### src/rtl/rf_arb_pkg.sv
// Shared types for the register-file access arbiter.
package rf_arb_pkg;

   typedef enum logic [1:0] {
      IDLE  = 2'd0,
      ISSUE = 2'd1,
      WAIT  = 2'd2,
      RESP  = 2'd3
   } arb_state_e;

   typedef enum logic [1:0] {
      RESP_OK  = 2'd0,
      RESP_INV = 2'd1,
      RESP_TMO = 2'd2
   } arb_resp_e;

endpackage

### src/rtl/rf_rr_pick2.sv
// Two-way round-robin picker: a lone request always wins, the pointer only
// breaks ties (ptr_i = 0 favours requester 0).
module rf_rr_pick2 (
   input  logic [1:0] req_i,
   input  logic       ptr_i,
   output logic [1:0] gnt_o
);

   // one-hot grant from the request pair and the tie-break pointer
   always_comb begin
      gnt_o = 2'b00;
      case (req_i)
         2'b01:   gnt_o = 2'b01;
         2'b10:   gnt_o = 2'b10;
         2'b11:   gnt_o = ptr_i ? 2'b10 : 2'b01;
         default: gnt_o = 2'b00;
      endcase
   end

endmodule

### src/rtl/rf_access_arbiter.sv
// Shares the HMC register-file port between the link-init sequencer (0) and
// the host config bridge (1). One access in flight, per-access timeout.
//
//   state | meaning
//   IDLE  | waiting for a request; picks and latches the winner
//   ISSUE | one-cycle read/write strobe to the register file
//   WAIT  | counting cycles until access-complete or timeout
//   RESP  | one-cycle ack to the winner; pointer moves to the other side
module rf_access_arbiter
   import rf_arb_pkg::*;
#(
   parameter int HMC_RF_WWIDTH  = 64,
   parameter int HMC_RF_RWIDTH  = 64,
   parameter int HMC_RF_AWIDTH  = 4,
   parameter int TIMEOUT_CYCLES = 255
) (
   input  logic                     clk,
   input  logic                     res_n,
   input  logic                     req_0,
   input  logic                     we_0,
   input  logic [HMC_RF_AWIDTH-1:0] addr_0,
   input  logic [HMC_RF_WWIDTH-1:0] wdata_0,
   output logic                     ack_0,
   output logic [HMC_RF_RWIDTH-1:0] rdata_0,
   output logic                     err_inv_0,
   output logic                     err_tmo_0,
   input  logic                     req_1,
   input  logic                     we_1,
   input  logic [HMC_RF_AWIDTH-1:0] addr_1,
   input  logic [HMC_RF_WWIDTH-1:0] wdata_1,
   output logic                     ack_1,
   output logic [HMC_RF_RWIDTH-1:0] rdata_1,
   output logic                     err_inv_1,
   output logic                     err_tmo_1,
   output logic [HMC_RF_AWIDTH-1:0] rf_address,
   output logic [HMC_RF_WWIDTH-1:0] rf_write_data,
   output logic                     rf_read_enable,
   output logic                     rf_write_enable,
   input  logic [HMC_RF_RWIDTH-1:0] rf_read_data,
   input  logic                     rf_access_complete,
   input  logic                     rf_invalid_address
);

   localparam int CNT_W = $clog2(TIMEOUT_CYCLES + 1);
   localparam logic [CNT_W-1:0] CNT_MAX = CNT_W'(TIMEOUT_CYCLES);

   arb_state_e               state_q, state_d;
   logic                     ptr_q, ptr_d;
   logic                     win_q, win_d;
   logic                     we_q, we_d;
   logic [CNT_W-1:0]         cnt_q, cnt_d;
   logic [HMC_RF_AWIDTH-1:0] addr_q, addr_d;
   logic [HMC_RF_WWIDTH-1:0] wdata_q, wdata_d;
   logic                     rd_en_q, rd_en_d;
   logic                     wr_en_q, wr_en_d;
   logic [1:0]               ack_q, ack_d;
   logic [1:0]               inv_q, inv_d;
   logic [1:0]               tmo_q, tmo_d;
   logic [HMC_RF_RWIDTH-1:0] rdata0_q, rdata0_d;
   logic [HMC_RF_RWIDTH-1:0] rdata1_q, rdata1_d;

   logic [1:0]               gnt;
   logic                     done;
   arb_resp_e                resp;
   logic [HMC_RF_RWIDTH-1:0] rsp_data;

   rf_rr_pick2 u_pick (
      .req_i ({req_1, req_0}),
      .ptr_i (ptr_q),
      .gnt_o (gnt)
   );

   // next-state, latch updates and registered-output next values
   always_comb begin
      state_d = state_q;
      ptr_d   = ptr_q;
      win_d   = win_q;
      we_d    = we_q;
      addr_d  = addr_q;
      wdata_d = wdata_q;
      cnt_d   = cnt_q;
      rd_en_d = 1'b0;
      wr_en_d = 1'b0;
      done    = 1'b0;
      resp    = RESP_OK;

      case (state_q)
         IDLE: begin
            if (gnt != 2'b00) begin
               win_d   = gnt[1];
               we_d    = gnt[1] ? we_1    : we_0;
               addr_d  = gnt[1] ? addr_1  : addr_0;
               wdata_d = gnt[1] ? wdata_1 : wdata_0;
               rd_en_d = ~we_d;
               wr_en_d = we_d;
               state_d = ISSUE;
            end
         end
         ISSUE: begin
            cnt_d = CNT_W'(1);
            if (rf_access_complete) begin
               done    = 1'b1;
               resp    = rf_invalid_address ? RESP_INV : RESP_OK;
               state_d = RESP;
            end else begin
               state_d = WAIT;
            end
         end
         WAIT: begin
            // a completion in the terminal-count cycle still wins over timeout
            if (rf_access_complete) begin
               done    = 1'b1;
               resp    = rf_invalid_address ? RESP_INV : RESP_OK;
               state_d = RESP;
            end else if (cnt_q == CNT_MAX) begin
               done    = 1'b1;
               resp    = RESP_TMO;
               state_d = RESP;
            end else begin
               cnt_d = cnt_q + CNT_W'(1);
            end
         end
         RESP: begin
            ptr_d   = ~win_q;
            state_d = IDLE;
         end
         default: state_d = IDLE;
      endcase

      rsp_data = (resp == RESP_OK && !we_q) ? rf_read_data : '0;
      ack_d    = {done & win_q, done & ~win_q};
      inv_d    = (resp == RESP_INV) ? ack_d : 2'b00;
      tmo_d    = (resp == RESP_TMO) ? ack_d : 2'b00;
      rdata0_d = ack_d[0] ? rsp_data : '0;
      rdata1_d = ack_d[1] ? rsp_data : '0;
   end

   // state and all output registers; reset abandons any access in flight
   always_ff @(posedge clk or negedge res_n) begin
      if (!res_n) begin
         state_q  <= IDLE;
         ptr_q    <= 1'b0;
         win_q    <= 1'b0;
         we_q     <= 1'b0;
         cnt_q    <= '0;
         addr_q   <= '0;
         wdata_q  <= '0;
         rd_en_q  <= 1'b0;
         wr_en_q  <= 1'b0;
         ack_q    <= 2'b00;
         inv_q    <= 2'b00;
         tmo_q    <= 2'b00;
         rdata0_q <= '0;
         rdata1_q <= '0;
      end else begin
         state_q  <= state_d;
         ptr_q    <= ptr_d;
         win_q    <= win_d;
         we_q     <= we_d;
         cnt_q    <= cnt_d;
         addr_q   <= addr_d;
         wdata_q  <= wdata_d;
         rd_en_q  <= rd_en_d;
         wr_en_q  <= wr_en_d;
         ack_q    <= ack_d;
         inv_q    <= inv_d;
         tmo_q    <= tmo_d;
         rdata0_q <= rdata0_d;
         rdata1_q <= rdata1_d;
      end
   end

   assign rf_address      = addr_q;
   assign rf_write_data   = wdata_q;
   assign rf_read_enable  = rd_en_q;
   assign rf_write_enable = wr_en_q;
   assign ack_0           = ack_q[0];
   assign ack_1           = ack_q[1];
   assign err_inv_0       = inv_q[0];
   assign err_inv_1       = inv_q[1];
   assign err_tmo_0       = tmo_q[0];
   assign err_tmo_1       = tmo_q[1];
   assign rdata_0         = rdata0_q;
   assign rdata_1         = rdata1_q;

endmodule

### config.mk
export PLATFORM = sky130hd
export DESIGN_NAME = rf_access_arbiter
export DESIGN_NICKNAME = d
export VERILOG_FILES = /design/src/rtl/rf_arb_pkg.sv /design/src/rtl/rf_rr_pick2.sv /design/src/rtl/rf_access_arbiter.sv
export SDC_FILE = /design/constraint.sdc
export NUM_CORES = 1
export LEC_CHECK = 0
export BUFFER_PORTS_ARGS = -buffer_cell sky130_fd_sc_hd__buf_2
export CAP_MARGIN = 40
export CORE_ASPECT_RATIO = 0.5
export CORE_MARGIN = 2
export CORE_UTILIZATION = 41
export CTS_BUF_LIST = sky130_fd_sc_hd__clkbuf_16
export CTS_CLUSTER_SIZE = 14
export DETAILED_ROUTE_END_ITERATION = 8
export GPL_TIMING_DRIVEN = 1
export PLACE_DENSITY = 0.8
export SYNTH_ARGS = -nofsm -noshare
export SYNTH_HDL_FRONTEND = slang
export SYNTH_SLANG_ARGS = --single-unit
export TNS_END_PERCENT = 10
### constraint.sdc
create_clock -name clk -period 1.8 [get_ports clk]
set_input_delay 0.36 -clock clk [delete_from_list [all_inputs] [get_ports clk]]
set_output_delay 0.36 -clock clk [all_outputs]
set_load 0.05 [all_outputs]
# == Word level (Yosys, flattened, before mapping) ==
# Index checks and enable logic that the tools add are counted.
# W data, S select, Z words.
# classes
n_reduce_logical,9
eq_ne,13
n_mux,31
n_addsub,1
n_bitwise,4
# op_table
op,n
$mux W64,4
$mux W2,8
$mux W8,2
$pmux W8 S2,1
$mux W1,11
$eq A2 B2 Y1 const B,5
$add A8 B1 Y8 const B,1
$eq A8 B8 Y1 const B,1
$pmux W2 S4,1
$eq A2 B1 Y1 const B,3
$ne A2 B2 Y1 const B,3
$pmux W2 S3,1
$logic_not A2 Y1,2
$mux W4,1
$pmux W2 S2,1
$reduce_and A2 Y1,2
$reduce_bool A2 Y1,2
$ne A3 B3 Y1 const B,1
$reduce_and A3 Y1,1
$and A1 B1 Y1,2
$not A1 Y1,2
$pmux W1 S2,1
$logic_and A1 B1 Y1,1
$logic_not A1 Y1,1
# totals
register_bits,217
out_inout_bits,204
input_bits,208
elab_cells,72

# == Longest topological paths before layout ==
# depth
ltp_word,8
mapped_depth,7
ltp_nobuf,6

# == Cells and area by module ==
# From an unflattened synthesis, not the netlist that was laid out.
# hier_totals
hier_cells,665
area_unflattened_um2,8224.1
# by_module_without_submodules
module,area_each_um2,cells_each,seq_area_each_um2,n_inst
rf_access_arbiter,8205.4,662,5430.2,1
rf_rr_pick2,18.8,3,0.0,1

# == Worst setup path after synthesis ==
# Ideal clock, no wire load.
# synth_timing
path_kind,flip-flop to flip-flop
start,register state_q[0]
end,"register rdata1_q[10], in the netlist rdata_1[10]"
slack_ns,0.048
path_buffers,1
arrival_time_ns,1.688
setup_time_ns,0.064
synth_period_minus_slack_ns,1.752
required_time_ns,1.736
path_stages_with_launch,7
path_cell_list,dfrtp_1 > inv_1 > ha_1 > o211ai_4 > nor4b_4 > clkbuf_1 > and2_2
# synth_via
elab_chain_cells,6
word_cells_on_any_way,9
classes_between,eq/ne (2); mux (4); bitwise (1); reduce/logical (2)
# synth_lines
element,line_no,source
start: declaration,rf_access_arbiter.sv:47,"arb_state_e state_q, state_d;"
start signal: assignment,rf_access_arbiter.sv:156,state_q <= state_d;
$eq A2 B2 Y1 / $eq A2 B1 Y1 (equally long branches),rf_access_arbiter.sv:87,case (state_q)
$pmux W2 S2,rf_access_arbiter.sv:87,
$logic_not A2 Y1,rf_access_arbiter.sv:130,rsp_data = (resp == RESP_OK && !we_q) ? rf_read_data : '0;
$logic_and A1 B1 Y1,rf_access_arbiter.sv:130,
$mux W64,rf_access_arbiter.sv:130,
$mux W64 (*),rf_access_arbiter.sv:135,rdata1_d = ack_d[1] ? rsp_data : '0;
net rdata1_d[10],rf_access_arbiter.sv:60,"logic [HMC_RF_RWIDTH-1:0] rdata1_q, rdata1_d;"
end signal: assignment,rf_access_arbiter.sv:169,rdata1_q <= rdata1_d;
end: declaration,rf_access_arbiter.sv:60,
# Mark *: on every way through the listed nets, which the timed path passes. The rest lies on a longest branch.
# A chain may end at the register's enable or synchronous reset.

# == Final worst setup path ==
# layout_timing
start,register state_q[1]
end,"register rdata1_q[20], in the netlist rdata_1[20]"
# The elaborated chain is that of the path after synthesis.

==> flow_summary.rst <==
.. list-table::
   :header-rows: 1

   * - Metric
     - Value
   * - Result of the run
     - finished clean
   * - Post-route minimum period
     - 1758 ps
   * - Hold_ws
     - 72.89 ps
   * - Placeable Area
     - 19,550 sq um
   * - Maximum operating frequency
     - 568.9 MHz
   * - Number of buffers created by CTS
     - 21
   * - Syn-to-layout area delta
     - 39.95%
   * - Final worst slack
     - 42.36 ps
   * - Total power draw
     - 0.01729 W
   * - Wire length of the first global-routing pass
     - 35.05 mm
   * - Met3 usage in global routing
     - 5.075%
   * - Unrepaired setup endpoints after global routing
     - true
   * - Buffers plus inverters on the worst setup path
     - 3
   * - Routed vias/inst
     - 4.671
   * - Crit. End Element
     - flop
   * - Largest incremental delay on the critical path
     - 400 ps
   * - Critical Path Fanout Max
     - 16
   * - Maximum number of pins on one net before global-route repair
     - 75
   * - X dimension of the die
     - 204.2 microns
   * - GR met1 Demand/Resource
     - 26.62%
   * - Overall die area
     - 21,250 sq um
   * - Residual DRC count
     - 0
   * - GRT overflow
     - 0
   * - All-layer global routing usage
     - 20.98%
   * - Maximum level of the CTS H-tree
     - 1
   * - Start point of the critical path
     - state_q[1]
   * - Longest Clk Path Bufs
     - 3
   * - Site Rows
     - 36
   * - Most used routing layer
     - met2
   * - VDD IR max
     - 0.6272 mV
   * - Mapped Area
     - 8214 sq um
   * - Wire length reported by the detailed router
     - 22.73 mm
   * - Main flop type after synthesis
     - dfrtp_1
   * - Basic-gate share of the synthesized area counting and, or, nand and nor cells
     - 15.72%
   * - Number of enable flip-flop cells after synthesis
     - 0
   * - Initial Utilization
     - 42.02%
   * - Total via count in the routed design
     - 6,352
   * - Share of the clock period used by the worst path
     - 97.65%
   * - Area share of xor/xnor cells in the synthesized design
     - 0%
   * - Violation count after the first detailed-routing iteration
     - 351
   * - Vertical die dimension
     - 104.1 microns
   * - Hold Crit Start
     - rf_read_data[52]
   * - Total count of hold-check failures in the final report
     - 0
   * - Average wire per cell in the routed design
     - 16.71 microns
   * - Final Slew Violations
     - 0
   * - Post-synthesis sequential element count
     - 217
   * - CTS sink cnt
     - 217
   * - Antenna violations before repair
     - 1
   * - Placed instance area
     - 10,700 sq um
   * - Detail Route Antenna Nets
     - 0
   * - First-pass iteration count of the detailed router
     - 4
   * - Number of nets in the synthesized netlist
     - 874
   * - Nets@finish
     - 1,293
   * - Kind of launch point of the worst setup path
     - flop
   * - Adder and majority cell fraction of the synthesized area
     - 0.7616%
   * - Worst setup skew after layout
     - 12.07 ps
   * - Master cell of the clock root buffer
     - clkbuf_16
   * - Met2 global-route usage
     - 36.54%
   * - Hold WC Path Type
     - input pin to flop
   * - Compound-Gate Fraction of Synth Area
     - 5.925%
   * - Synthesized area per cell
     - 12.43 sq um
   * - Power per Cell Area
     - 1504 nW/um^2
   * - Post-route design area
     - 11,500 sq um
   * - Number of primary I/O pins
     - 412
   * - Clock tree from TritonCTS
     - built
   * - Slew Limit Headroom
     - 76.67%
   * - Clock latency on the worst-skew pair
     - 500 ps
   * - Number of warnings issued by yosys
     - 0
   * - Data arrival time of the critical path
     - 2190 ps
   * - Cell-by-cell trace of the critical path
     - inv_2, ha_4, o211ai_4, nor4b_4, buf_6, clkbuf_16, and2_1
   * - HPWL Detailed
     - 16.37 mm
   * - Share of synthesized registers carrying an async set or reset
     - 100.0%
   * - Buffers added on ports
     - 411
   * - Leakage dissipation
     - 6.623 nW
   * - Number of global-route vias before repair
     - 6,535
   * - Count of mapped cells out of synthesis
     - 661
   * - Proportion of synthesized area in mux cells
     - 9.292%
   * - Clock-pin slew on the worst setup and hold paths
     - 70 ps
   * - Combinational family with the most area after synthesis
     - simple AND/OR/NAND/NOR gates
   * - Fillcell total
     - 1,646
   * - Cell at the slowest stage of the critical path
     - dfrtp_1
   * - Critical path type
     - flop to flop
   * - Number of distinct standard cells referenced by the synthesized netlist
     - 36
   * - Max capacitance violation total
     - 0
   * - Utilization of the core after routing
     - 58.81%
   * - Final GP Congestion
     - 0.9480
   * - Worst reg2reg path startpoint
     - state_q[1]
   * - Required time reported for the critical path endpoint
     - 2230 ps
   * - Family with the most delay on the worst path
     - buffers and inverters
   * - DP Worst Slack
     - -81.04 ps
   * - Slew of the pin with the lowest slew margin
     - 349.9 ps
   * - Fraction of the yosys area taken by sequential cells
     - 66.11%
   * - Total setup violations reported at the end of the flow
     - 0
   * - Share of cells above drive strength 1
     - 43.82%
[area by class of cell]
class,count,area [sq um],area share (%)
Antenna cell,1,2.502,0.02177
Clock buffer,21,525.5,4.571
Clock inverter,15,100.1,0.8707
Inverter,7,26.28,0.2286
Multi-Input combinational cell,402,2674,23.26
Sequential cell,217,5430,47.24
Tap cell,266,332.8,2.895
Timing Repair Buffer,431,2405,20.92
[cell usage after synthesis (4+ instances only)]
| library cell | instances | area, sq um |
|---|---|---|
| ha_1 | 5 | 62.56 |
| nor2_1 | 5 | 18.77 |
| clkbuf_1 | 17 | 63.81 |
| clkbuf_2 | 5 | 25.02 |
| and2_1 | 126 | 788.3 |
| nand3_1 | 4 | 20.02 |
| o21ai_0 | 72 | 360.4 |
| mux2i_1 | 74 | 740.7 |
| inv_1 | 7 | 26.28 |
| nand2_1 | 80 | 300.3 |
| dfrtp_1 | 217 | 5430 |
| buf_2 | 13 | 65.06 |
[worst reg2reg max path, delay by kind of cell, from the launching register on]
| family | cells | cell delay [ps] |
|---|---|---|
| buffers and inverters | 3 | 500 |
| AOI/OAI and AO/OA | 1 | 110 |
| DFF | 1 | 400 |
| adders and majority gates | 1 | 300 |
| and+or+nand+nor | 2 | 380 |
[sequential cells by signal, summed over array words and instances (netlist names), 2 cells and up]
signal         flops
ack_q              2
cnt_q              8
inv_q              2
rdata_0           64
rdata_1           64
rf_address         4
rf_write_data     64
state_q            2
tmo_q              2
[logic make-up after synthesis]
logic type | after synthesis
multiplexers | 76
adder cells (fa/ha/maj) | 5
AND/OR/NAND/NOR | 235
buffers and inverters | 42
flip-flops | 217
AO/OA/AOI/OAI | 86
[placed cells by master (no fill, tap or decap), types with 3 or more instances in the layout]
cell type / count
dfrtp_1: 217
buf_12: 10
nand2_1: 80
mux2i_1: 74
ha_4: 3
clkinv_1: 3
buf_2: 410
nand3_1: 4
clkinv_2: 3
nor3_1: 3
clkbuf_16: 22
nor2_1: 5
and3_1: 3
o21ai_0: 70
buf_4: 5
and2_1: 123
a31oi_1: 3
inv_1: 10
and2_4: 3
[worst paths after layout]
kind,endpoint,slack [ps],depth (start not counted)
min reg2reg,rf_write_data[1],470,2
min in group asynchronous,rdata_1[30],350,2
min,rdata_0[52],70,2
max in group asynchronous,rdata_1[55],850,3
max reg2reg,rdata_1[20],40,7
max,rdata_1[20],40,7
[power breakdown]
part	leakage, nW	total, W	internal [W]	switching (W)
logic	3.39	0.00688	0.00182	0.00506
registers	2.91	0.00636	0.00584	0.000522
clock network	0.325	0.00405	0.00227	0.00178
total	6.62	0.0173	0.00992	0.00737
[routing by layer]
metal | wire [microns] | share of wire, %
met5 | 11 | 0.048
met1 | 9395 | 41
met3 | 1284 | 5.6
met2 | 11650 | 51
met4 | 390 | 1.7
[repair_timing]
action | 4_1_cts | 5_1_grt
gates cloned | 2 | 1
hold buffers | 1 | 0
buffers inserted | 3 | 0
setup endpoints to repair | 68 | 67
gates resized for setup | 9 | 5
pin swaps | 1 | 4
hold endpoints to repair | 27 | 0
[stage by stage]
step,setup TNS [ps],std cells
global placement,0,1316
global route,-909.5,1359
detailed placement,-3313,1316
finish,0,1360
floorplan,0,661
CTS,0,1358
(Power assumes the default switching activity.)
